**src/rtl/sys_cmd_ctrl.sv**
```systemverilog
// Command-frame controller: parses RX byte frames into register-file and
// ALU requests, then returns the results as TX bytes under back-pressure.
module sys_cmd_ctrl #(
  parameter int DATA_WIDTH = 8,
  parameter int ADDR_WIDTH = 4,
  parameter int FUN_WIDTH  = 4,
  parameter logic [DATA_WIDTH-1:0] CMD_WR      = 8'hAA,
  parameter logic [DATA_WIDTH-1:0] CMD_RD      = 8'hBB,
  parameter logic [DATA_WIDTH-1:0] CMD_ALU_OP  = 8'hCC,
  parameter logic [DATA_WIDTH-1:0] CMD_ALU_NOP = 8'hDD
) (
  input  logic                    i_clk,
  input  logic                    i_reset,
  input  logic                    i_rx_valid,
  input  logic [DATA_WIDTH-1:0]   i_rx_data,
  output logic [ADDR_WIDTH-1:0]   o_rf_addr,
  output logic                    o_rf_wr_en,
  output logic [DATA_WIDTH-1:0]   o_rf_wr_data,
  output logic                    o_rf_rd_en,
  input  logic [DATA_WIDTH-1:0]   i_rf_rd_data,
  input  logic                    i_rf_rd_valid,
  output logic                    o_alu_en,
  output logic [FUN_WIDTH-1:0]    o_alu_fun,
  input  logic [2*DATA_WIDTH-1:0] i_alu_out,
  input  logic                    i_alu_valid,
  output logic [DATA_WIDTH-1:0]   o_tx_data,
  output logic                    o_tx_valid,
  input  logic                    i_tx_full
);

  typedef enum logic [3:0] {
    S_IDLE,
    S_WR_ADDR,
    S_WR_DATA,
    S_RD_ADDR,
    S_RD_WAIT,
    S_ALU_A,
    S_ALU_B,
    S_ALU_FUN,
    S_ALU_WAIT,
    S_TX_RD,
    S_TX_LO,
    S_TX_HI
  } state_t;

  localparam logic [ADDR_WIDTH-1:0] RF_OP_A = '0;
  localparam logic [ADDR_WIDTH-1:0] RF_OP_B = ADDR_WIDTH'(1);

  state_t                  r_state;
  logic [ADDR_WIDTH-1:0]   r_addr;
  logic [DATA_WIDTH-1:0]   r_rd_byte;
  logic [2*DATA_WIDTH-1:0] r_alu_res;

  always_ff @(posedge i_clk or negedge i_reset) begin
    if (!i_reset) begin
      r_state      <= S_IDLE;
      r_addr       <= '0;
      r_rd_byte    <= '0;
      r_alu_res    <= '0;
      o_rf_addr    <= '0;
      o_rf_wr_en   <= 1'b0;
      o_rf_wr_data <= '0;
      o_rf_rd_en   <= 1'b0;
      o_alu_en     <= 1'b0;
      o_alu_fun    <= '0;
      o_tx_data    <= '0;
      o_tx_valid   <= 1'b0;
    end else begin
      // strobes are single-cycle; only the active state re-asserts one
      o_rf_wr_en <= 1'b0;
      o_rf_rd_en <= 1'b0;
      o_alu_en   <= 1'b0;
      o_tx_valid <= 1'b0;
      case (r_state)
        S_IDLE: begin
          if (i_rx_valid) begin
            case (i_rx_data)
              CMD_WR:      r_state <= S_WR_ADDR;
              CMD_RD:      r_state <= S_RD_ADDR;
              CMD_ALU_OP:  r_state <= S_ALU_A;
              CMD_ALU_NOP: r_state <= S_ALU_FUN;
              default:     r_state <= S_IDLE;
            endcase
          end
        end
        S_WR_ADDR: begin
          if (i_rx_valid) begin
            r_addr  <= i_rx_data[ADDR_WIDTH-1:0];
            r_state <= S_WR_DATA;
          end
        end
        S_WR_DATA: begin
          if (i_rx_valid) begin
            o_rf_wr_en   <= 1'b1;
            o_rf_addr    <= r_addr;
            o_rf_wr_data <= i_rx_data;
            r_state      <= S_IDLE;
          end
        end
        S_RD_ADDR: begin
          if (i_rx_valid) begin
            o_rf_rd_en <= 1'b1;
            o_rf_addr  <= i_rx_data[ADDR_WIDTH-1:0];
            r_state    <= S_RD_WAIT;
          end
        end
        S_RD_WAIT: begin
          if (i_rf_rd_valid) begin
            r_rd_byte <= i_rf_rd_data;
            r_state   <= S_TX_RD;
          end
        end
        S_ALU_A: begin
          if (i_rx_valid) begin
            o_rf_wr_en   <= 1'b1;
            o_rf_addr    <= RF_OP_A;
            o_rf_wr_data <= i_rx_data;
            r_state      <= S_ALU_B;
          end
        end
        S_ALU_B: begin
          if (i_rx_valid) begin
            o_rf_wr_en   <= 1'b1;
            o_rf_addr    <= RF_OP_B;
            o_rf_wr_data <= i_rx_data;
            r_state      <= S_ALU_FUN;
          end
        end
        S_ALU_FUN: begin
          if (i_rx_valid) begin
            o_alu_en  <= 1'b1;
            o_alu_fun <= i_rx_data[FUN_WIDTH-1:0];
            r_state   <= S_ALU_WAIT;
          end
        end
        S_ALU_WAIT: begin
          if (i_alu_valid) begin
            r_alu_res <= i_alu_out;
            r_state   <= S_TX_LO;
          end
        end
        S_TX_RD: begin
          if (!i_tx_full) begin
            o_tx_valid <= 1'b1;
            o_tx_data  <= r_rd_byte;
            r_state    <= S_IDLE;
          end
        end
        S_TX_LO: begin
          if (!i_tx_full) begin
            o_tx_valid <= 1'b1;
            o_tx_data  <= r_alu_res[DATA_WIDTH-1:0];
            r_state    <= S_TX_HI;
          end
        end
        S_TX_HI: begin
          if (!i_tx_full) begin
            o_tx_valid <= 1'b1;
            o_tx_data  <= r_alu_res[2*DATA_WIDTH-1:DATA_WIDTH];
            r_state    <= S_IDLE;
          end
        end
        default: r_state <= S_IDLE;
      endcase
    end
  end

endmodule
```
**config.mk**
```make
export PLATFORM = sky130hd
export DESIGN_NAME = sys_cmd_ctrl
export DESIGN_NICKNAME = d
export VERILOG_FILES = /design/src/rtl/sys_cmd_ctrl.sv
export SDC_FILE = /design/constraint.sdc
export NUM_CORES = 1
export LEC_CHECK = 0
export CORE_MARGIN = 2
export CORE_UTILIZATION = 55
export CTS_BUF_LIST = sky130_fd_sc_hd__clkbuf_8
export CTS_CLUSTER_SIZE = 14
export DETAILED_ROUTE_END_ITERATION = 6
export DONT_BUFFER_PORTS = 1
export PLACE_DENSITY = 0.68
export SLEW_MARGIN = 40
export SYNTH_ARGS = -nofsm -noshare
export SYNTH_HDL_FRONTEND = slang
export SYNTH_SLANG_ARGS = --single-unit
```
**constraint.sdc**
```tcl
create_clock -name i_clk -period 1.7 [get_ports i_clk]
set_input_delay 0.255 -clock i_clk [delete_from_list [all_inputs] [get_ports i_clk]]
set_output_delay 0.255 -clock i_clk [all_outputs]
set_load 0.01 [all_outputs]
```
==> impl_metrics.tcl <==
set metrics [dict create \
    status "completed" \
    ys_warn_count 0 \
    die_h_um 74.54 \
    maxSlewViolCount 0 \
    ys_top_cells_by_area "dfrtp_1 55%, mux2_2 16%, a21oi_1 5.3%, a2bb2oi_1 2.6%, inv_1 1.4%" \
    rsz0062_at_grt "no" \
    synth_top_family_by_area "multiplexers" \
    place_area_mm2 0.002883 \
    antenna_cells 0 \
    start_kind "register" \
    wl_per_cell_um 19.59 \
    clk_path_buf_depth 2 \
    portBuffers 0 \
    start_util_pct 57.55 \
    grt_max_degree 61 \
    swShare_pct 36.50 \
    ios 66 \
    p_seq_share_pct 46.7 \
    synth_top_cell_area_share_pct 54.87 \
    overflow 0 \
    cts_buffers 9 \
    antenna_found_initial 0 \
    htree_levels 3 \
    gp_congestion 0.9530 \
    vias 1897 \
    grtUsageTotal_pct 23.63 \
    grt_pass1_vias 1956 \
    ff2ff_path_depth 4 \
    synthAdderAreaFrac_pct 0 \
    cpMaxStageDelayCell "dfrtp_1" \
    path_buf_inv 1 \
    drc 0 \
    clkSinkCount 60 \
    cts_tree "built" \
    ys_ff_latch 60 \
    final_cells 311 \
    ff2ff_setup_slack_ns 0.03 \
    maxSlewHeadroom_pct 72.73 \
    drt-initial-drc-count 158 \
    arrival_ns 1.88 \
    synth.distinct_cells 40 \
    coreArea_mm2 0.004755 \
    synth_xor_area_share_pct 0.6401 \
    grt_pass1_wl_um 9494 \
    clock_skew_ns 0.007225 \
    hold_viol 0 \
    path_class "register to register" \
    syn-num-nets 263 \
    min-delay-start "i_rf_rd_data[6]" \
    synth-compound-area-share_pct 15.73 \
    root_buffer "clkbuf_8" \
    synth.avg_cell_area_um2 12.16 \
    hp-class "primary input to register" \
    fill_cells 377 \
    layout_common_cells "58 x dfrtp_1, 40 x mux2_2, 29 x a21oi_1, 13 x inv_1, 12 x buf_4" \
    required_ns 1.92 \
    netlist_instances 225 \
    p_switching_mw 1.990 \
    power_frac_clock_pct 19.0 \
    yosysSeqAreaShare_pct 54.87 \
    yosysTopAreaCell "dfrtp_1" \
    dpl.hpwl_um 4373 \
    fin_area_mm2 0.003097 \
    clk_latency_ns 0.33 \
    routed_wl_um 6094 \
    max_freq_ghz 0.5997 \
    rows 25 \
    path_clk_slew_ns 0.07 \
    die_x_um 74.54 \
    postCtsSetupBuffers 0 \
    path_cells "nor2b_2 > and3_1 > buf_12 > mux2_2" \
    power.leakage_nw 1.380 \
    critPathTopFamily "simple AND/OR/NAND/NOR gates" \
    regToRegStartpoint "r_state[2]$_DFFE_PN0P_" \
    cap_violations 0 \
    die-area_mm2 0.005555 \
    peakVddDrop_uv 884.9 \
    hold_end "r_rd_byte[6]$_DFFE_PN0P_" \
    post-route-period-util_pct 98.10 \
    whs_ns 0.06953 \
    ant_nets 0 \
    synth-simple-area-share_pct 8.048 \
    place_inst 292 \
    worst_pin_slew_ns 0.3988 \
    p_comb_share_pct 34.2 \
    layout_commonest_cell "dfrtp_1" \
    setup_viol 0 \
    drt_pass1_iterations 4 \
    synth_area_mm2 0.002736 \
    critPathMaxFanout 9 \
    fin_nets 277 \
    fin_crit_ns 1.668 \
    drive_above_1_share_pct 31.97 \
    r2r_end "r_rd_byte[5]$_DFFE_PN0P_" \
    synth.area.mux_share_pct 16.87 \
    area_delta_synth_final_pct 13.17 \
    crit_path_max_incr_delay_ns 0.52 \
    cp-end-kind "register" \
    vias_per_cell 6.100 \
    holdPathStages 1 \
    internal-power_mw 3.462 \
    power_per_cell_area_mw_per_mm2 1760 \
]
worst reg2reg max path, delay by kind of cell, from the launching register on:
kind / cells / cell delay [ns]
DFF: 1 / 0.52
muxes: 1 / 0.34
and+or+nand+nor: 2 / 0.56
buffers and inverters: 1 / 0.13
per-stage QoR:
stage | power [mW] | utilization (%) | worst slack, ns | TNS (ns)
detailed placement | 4.347 | 60.63 | -0.01150 | -0.02183
CTS | 5.447 | 64.89 | 0.01851 | 0
global route | 5.779 | 65.13 | 0.005327 | 0
floorplan | 3.822 | - | 0.1340 | 0
global placement | 4.218 | 60.63 | 0.09675 | 0
finish | 5.451 | 65.13 | 0.03237 | 0
flip-flops by register name (all words and copies together), names as in the netlist:
name,cells
o_alu_fun,4
o_rf_wr_data,8
r_addr,4
r_state,4
o_rf_wr_en,1
o_alu_en,1
o_rf_rd_en,1
o_tx_valid,1
r_alu_res,16
o_tx_data,8
o_rf_addr,4
r_rd_byte,8
how the worst max path moves through the flow:
stage / start / end / slack, ns / cells after the start
after floorplan: r_state[0]$_DFFE_PN0P_ / o_rf_wr_data[0]$_DFFE_PN0P_ / 0.13 / 4
after global placement: r_state[2]$_DFFE_PN0P_ / o_alu_fun[2]$_DFFE_PN0P_ / 0.1 / 3
after detailed placement: r_state[2]$_DFFE_PN0P_ / o_alu_fun[0]$_DFFE_PN0P_ / -0.01 / 3
after CTS: r_state[3]$_DFFE_PN0P_ / o_tx_data[2]$_DFFE_PN0P_ / 0.02 / 5
after global routing: r_state[2]$_DFFE_PN0P_ / r_state[0]$_DFFE_PN0P_ / 0.005 / 6
final: r_state[2]$_DFFE_PN0P_ / r_rd_byte[5]$_DFFE_PN0P_ / 0.03 / 4
per-layer routing:
| metal | routed length [um] | vias up | global-route usage [%] |
|---|---|---|---|
| met5 | 0 | - | 0 |
| met4 | 115 | 0 | 9.722 |
| li1 | - | 852 | - |
| met1 | 2580 | 955 | 28.67 |
| met3 | 415 | 14 | 10.03 |
| met2 | 2983 | 76 | 37.36 |
area by class of cell:
cell class	count	area (um2)	share of cell area, %
multi-input combinational	142	1142	36.89
inverter	10	37.54	1.212
clock buffer	9	123.9	4.000
tap	67	83.83	2.707
clock inverter	7	37.54	1.212
timing repair buffer	16	167.7	5.414
sequential	60	1504	48.57
repair_timing:
action,in CTS,in global routing
setup endpoints to repair,10,16
resized for setup,2,3
endpoints found under the hold margin,60,0
cloned,0,1
pin swaps,0,1
hold buffers,2,0
power by group through the flow:
stage                     logic (mW)  registers (mW)  clock network [mW]
final                           1.87            2.55                1.04
after global routing            2.04            2.61                1.13
after CTS                       1.84            2.54                1.07
after detailed placement        1.79            2.56                   0
after global placement          1.70            2.52                   0
after floorplan                 1.43            2.39                   0
logic make-up after synthesis:
| logic type | count (synthesis) |
|---|---|
| AO/OA/AOI/OAI | 64 |
| multiplexers | 41 |
| AND/OR/NAND/NOR | 34 |
| flip-flops | 60 |
| buffers and inverters | 24 |
| XOR/XNOR | 2 |
synth_stat cells, drive strengths merged:
cell type,n
nand4bb,1
a32oi,4
a2bb2oi,8
a22o,2
a21oi,29
nor4,2
nand3,1
clkbuf,6
a31oi,4
o21ai,6
o21bai,1
nor2b,3
a211oi,1
inv,10
or4bb,1
dfrtp,60
or2,1
a211o,3
nand2,7
a21o,1
o32ai,1
nor2,5
a21bo,1
mux2,41
o221ai,1
nand4,3
a2111oi,1
a32o,1
xnor2,1
xor2,1
nand2b,3
or3,1
and2,2
and3,3
nand3b,1
buf,8
(Power assumes the default switching activity.)
==> RTL edit (same settings) <==
The parameter `FUN_WIDTH` goes from 4 to 6.
--- a/src/rtl/sys_cmd_ctrl.sv
+++ b/src/rtl/sys_cmd_ctrl.sv
@@ -3,7 +3,7 @@
 module sys_cmd_ctrl #(
   parameter int DATA_WIDTH = 8,
   parameter int ADDR_WIDTH = 4,
-  parameter int FUN_WIDTH  = 4,
+  parameter int FUN_WIDTH  = 6,
   parameter logic [DATA_WIDTH-1:0] CMD_WR      = 8'hAA,
   parameter logic [DATA_WIDTH-1:0] CMD_RD      = 8'hBB,
   parameter logic [DATA_WIDTH-1:0] CMD_ALU_OP  = 8'hCC,
Ports: changed (resized o_alu_fun); port bits go from 66 to 68. The function was not compared with the original's and may differ.
==> RTL edit against the original RTL <==
Critical path type unchanged. Via count shrank 3.0%. Area after synthesis rose by 2.7%. Synthesized cell count grew 1.8%. The flow now finishes with violations (negative hold slack). Largest cell class unchanged. Design area increased by 2.7%. Worst setup slack improved by 0.020 ns. Final cell count rose by 1.6%. First-iteration DRC count grew 25%. Power increased by 4.7%. Critical path depth unchanged. Sequential cell count up 2. Wire length fell by 3.3%. Non-clock buffer count unchanged.
==> RTL edit: results (changes against the original RTL) <==
final_layout:
  num_antenna_cells: 0  # unchanged
  drive_above_1_share_pct: 32.9  # +0.96 points
  fillCellCount: 386  # +2.4%
  largest_reg_flops: 16  # unchanged
  largest_register: "r_alu_res"
  nNetsFinal: 280  # +1.1%
routing:
  vias: 1841  # -3.0%
  wl_per_cell_um: 18.7  # -4.8%
  drtIter0Drc: 197  # +25%
  wl_um: 5900  # -3.3%
timing:
  hold_violations: 62  # +62
  finClkSkew_ns: 0.00757  # +0.000347 ns
  worst_slew_pin_slew_ns: 0.354  # -0.0443 ns
  holdWs_ns: -0.396  # -0.465 ns
pwr:
  p_int_mw: 3.76  # +8.7%
  vdd_drop_max_mv: 1.08  # +22%
  p_leak_nw: 1.42  # +3.1%
synth:
  synth_area_leaders: "dfrtp_1 55%, mux2_2 17%, a21oi_1 5.2%"
  synth_cells: 229  # +1.8%
  synth_seq_area_share_pct: 55.2  # +0.36 points
  yosysWarnings: 0  # unchanged
  async_flop_share_pct: 100  # unchanged
  yosys-top-cells-count: "62 x dfrtp_1, 42 x mux2_2, 29 x a21oi_1, 10 x inv_1, 8 x a2bb2oi_1"
  synth.net_count: 267  # +1.5%
global_routing:
  grt_pass1_vias: 1793  # -8.3%
  grt.total_usage_pct: 22.4  # -1.2 points
  grt_max_degree: 63  # +3.3%
  grt_pass1_wl_um: 9300  # -2.0%
critical_path:
  cp_max_fo: 10  # +1
  critPathTopFamily: "flip-flops"
  max_stage_delay_ns: 0.48  # -0.04 ns
  slowest_stage: "dfrtp_2"
placement:
  hpwl_um: 4180  # -4.3%
  place.gp.congestion: 0.877  # -8.0%
  dp_cells: 300  # +2.7%
  dpl-instance-area_um2: 2970  # +2.9%
run_status:
  status: "finished, violations left"
  violations: "negative hold slack"
hold_path:
  hp-class: "input pin to asynchronous set/reset pin"
clock_tree:
  numCtsBuffers: 9  # unchanged
-- RTL edit: cell count changes after synthesis, sizes merged --
cell | unedited run | this run
mux2 | 41 | 43
dfrtp | 60 | 62
-- RTL edit: worst register-to-register path: cells and delay by family, from the launching register on --
family,cells,cell delay [ns]
and+or+nand+nor,1,0.25
muxes,1,0.33
AOI/OAI and AO/OA,1,0.31
buffers and inverters,1,0.17
DFF,1,0.48
-- RTL edit: metal layers --
metal | GRT usage (%) | share of wire, %
met1 | 31.0 | 44
met5 | 0 | 0
met4 | 9.36 | 1.6
met2 | 31.9 | 46
met3 | 8.60 | 8.1
-- RTL edit: power by group through the flow --
stage / registers (mW) / logic (mW) / clock network, mW
2_1_floorplan: 2.44 / 1.44 / 0
3_3_place_gp: 2.56 / 1.77 / 0
3_5_place_dp: 2.59 / 1.82 / 0
4_1_cts: 2.57 / 1.83 / 1.31
5_1_grt: 2.65 / 2.04 / 1.37
6_report: 2.58 / 1.84 / 1.30
-- RTL edit: layout make-up --
type / count / area, µm² / area share (%)
Clock inverter: 4 / 47.5 / 1.50
Timing Repair Buffer: 16 / 145 / 4.57
Tap cell: 70 / 87.6 / 2.75
Multi-Input combinational cell: 143 / 1160 / 36.4
Sequential cell: 62 / 1550 / 48.9
Clock buffer: 11 / 151 / 4.76
Inverter: 10 / 37.5 / 1.18
-- RTL edit: metrics by stage --
stage	worst slack, ns	utilization (%)
CTS	0.0206	63.2
global route	0.00137	63.5
detailed placement	0.0425	59.2
floorplan	0.134	-
finish	0.0519	63.5
global placement	0.0722	59.2
-- RTL edit: timing repair --
action / in CTS / in global routing
hold endpoints to repair: 62 / 62
setup buffers: 0 / 1
endpoints found under the setup margin: 0 / 24
gates resized for setup: 0 / 4
-- RTL edit: final timing paths --
check                                    from         endpoint  slack (ns)  depth (start not counted)
max in group asynchronous             i_reset       r_state[0]        1.99                          0
min in group i_clk              i_alu_out[11]    r_alu_res[11]        0.06                          1
worst min-delay path                  i_reset    r_alu_res[15]       -0.40                          0
worst max-delay path               r_state[1]  o_rf_wr_data[1]        0.05                          4
worst max register to register     r_state[1]  o_rf_wr_data[1]        0.05                          4
worst min register to register   r_rd_byte[2]     r_rd_byte[2]        0.51                          1
-- RTL edit: cell families after synthesis --
family	synth area share, %
simple gates	7.84
mux	17.2
flops	55.2
xor+xnor	0.624
buf+inv	3.74
compound gates	15.3
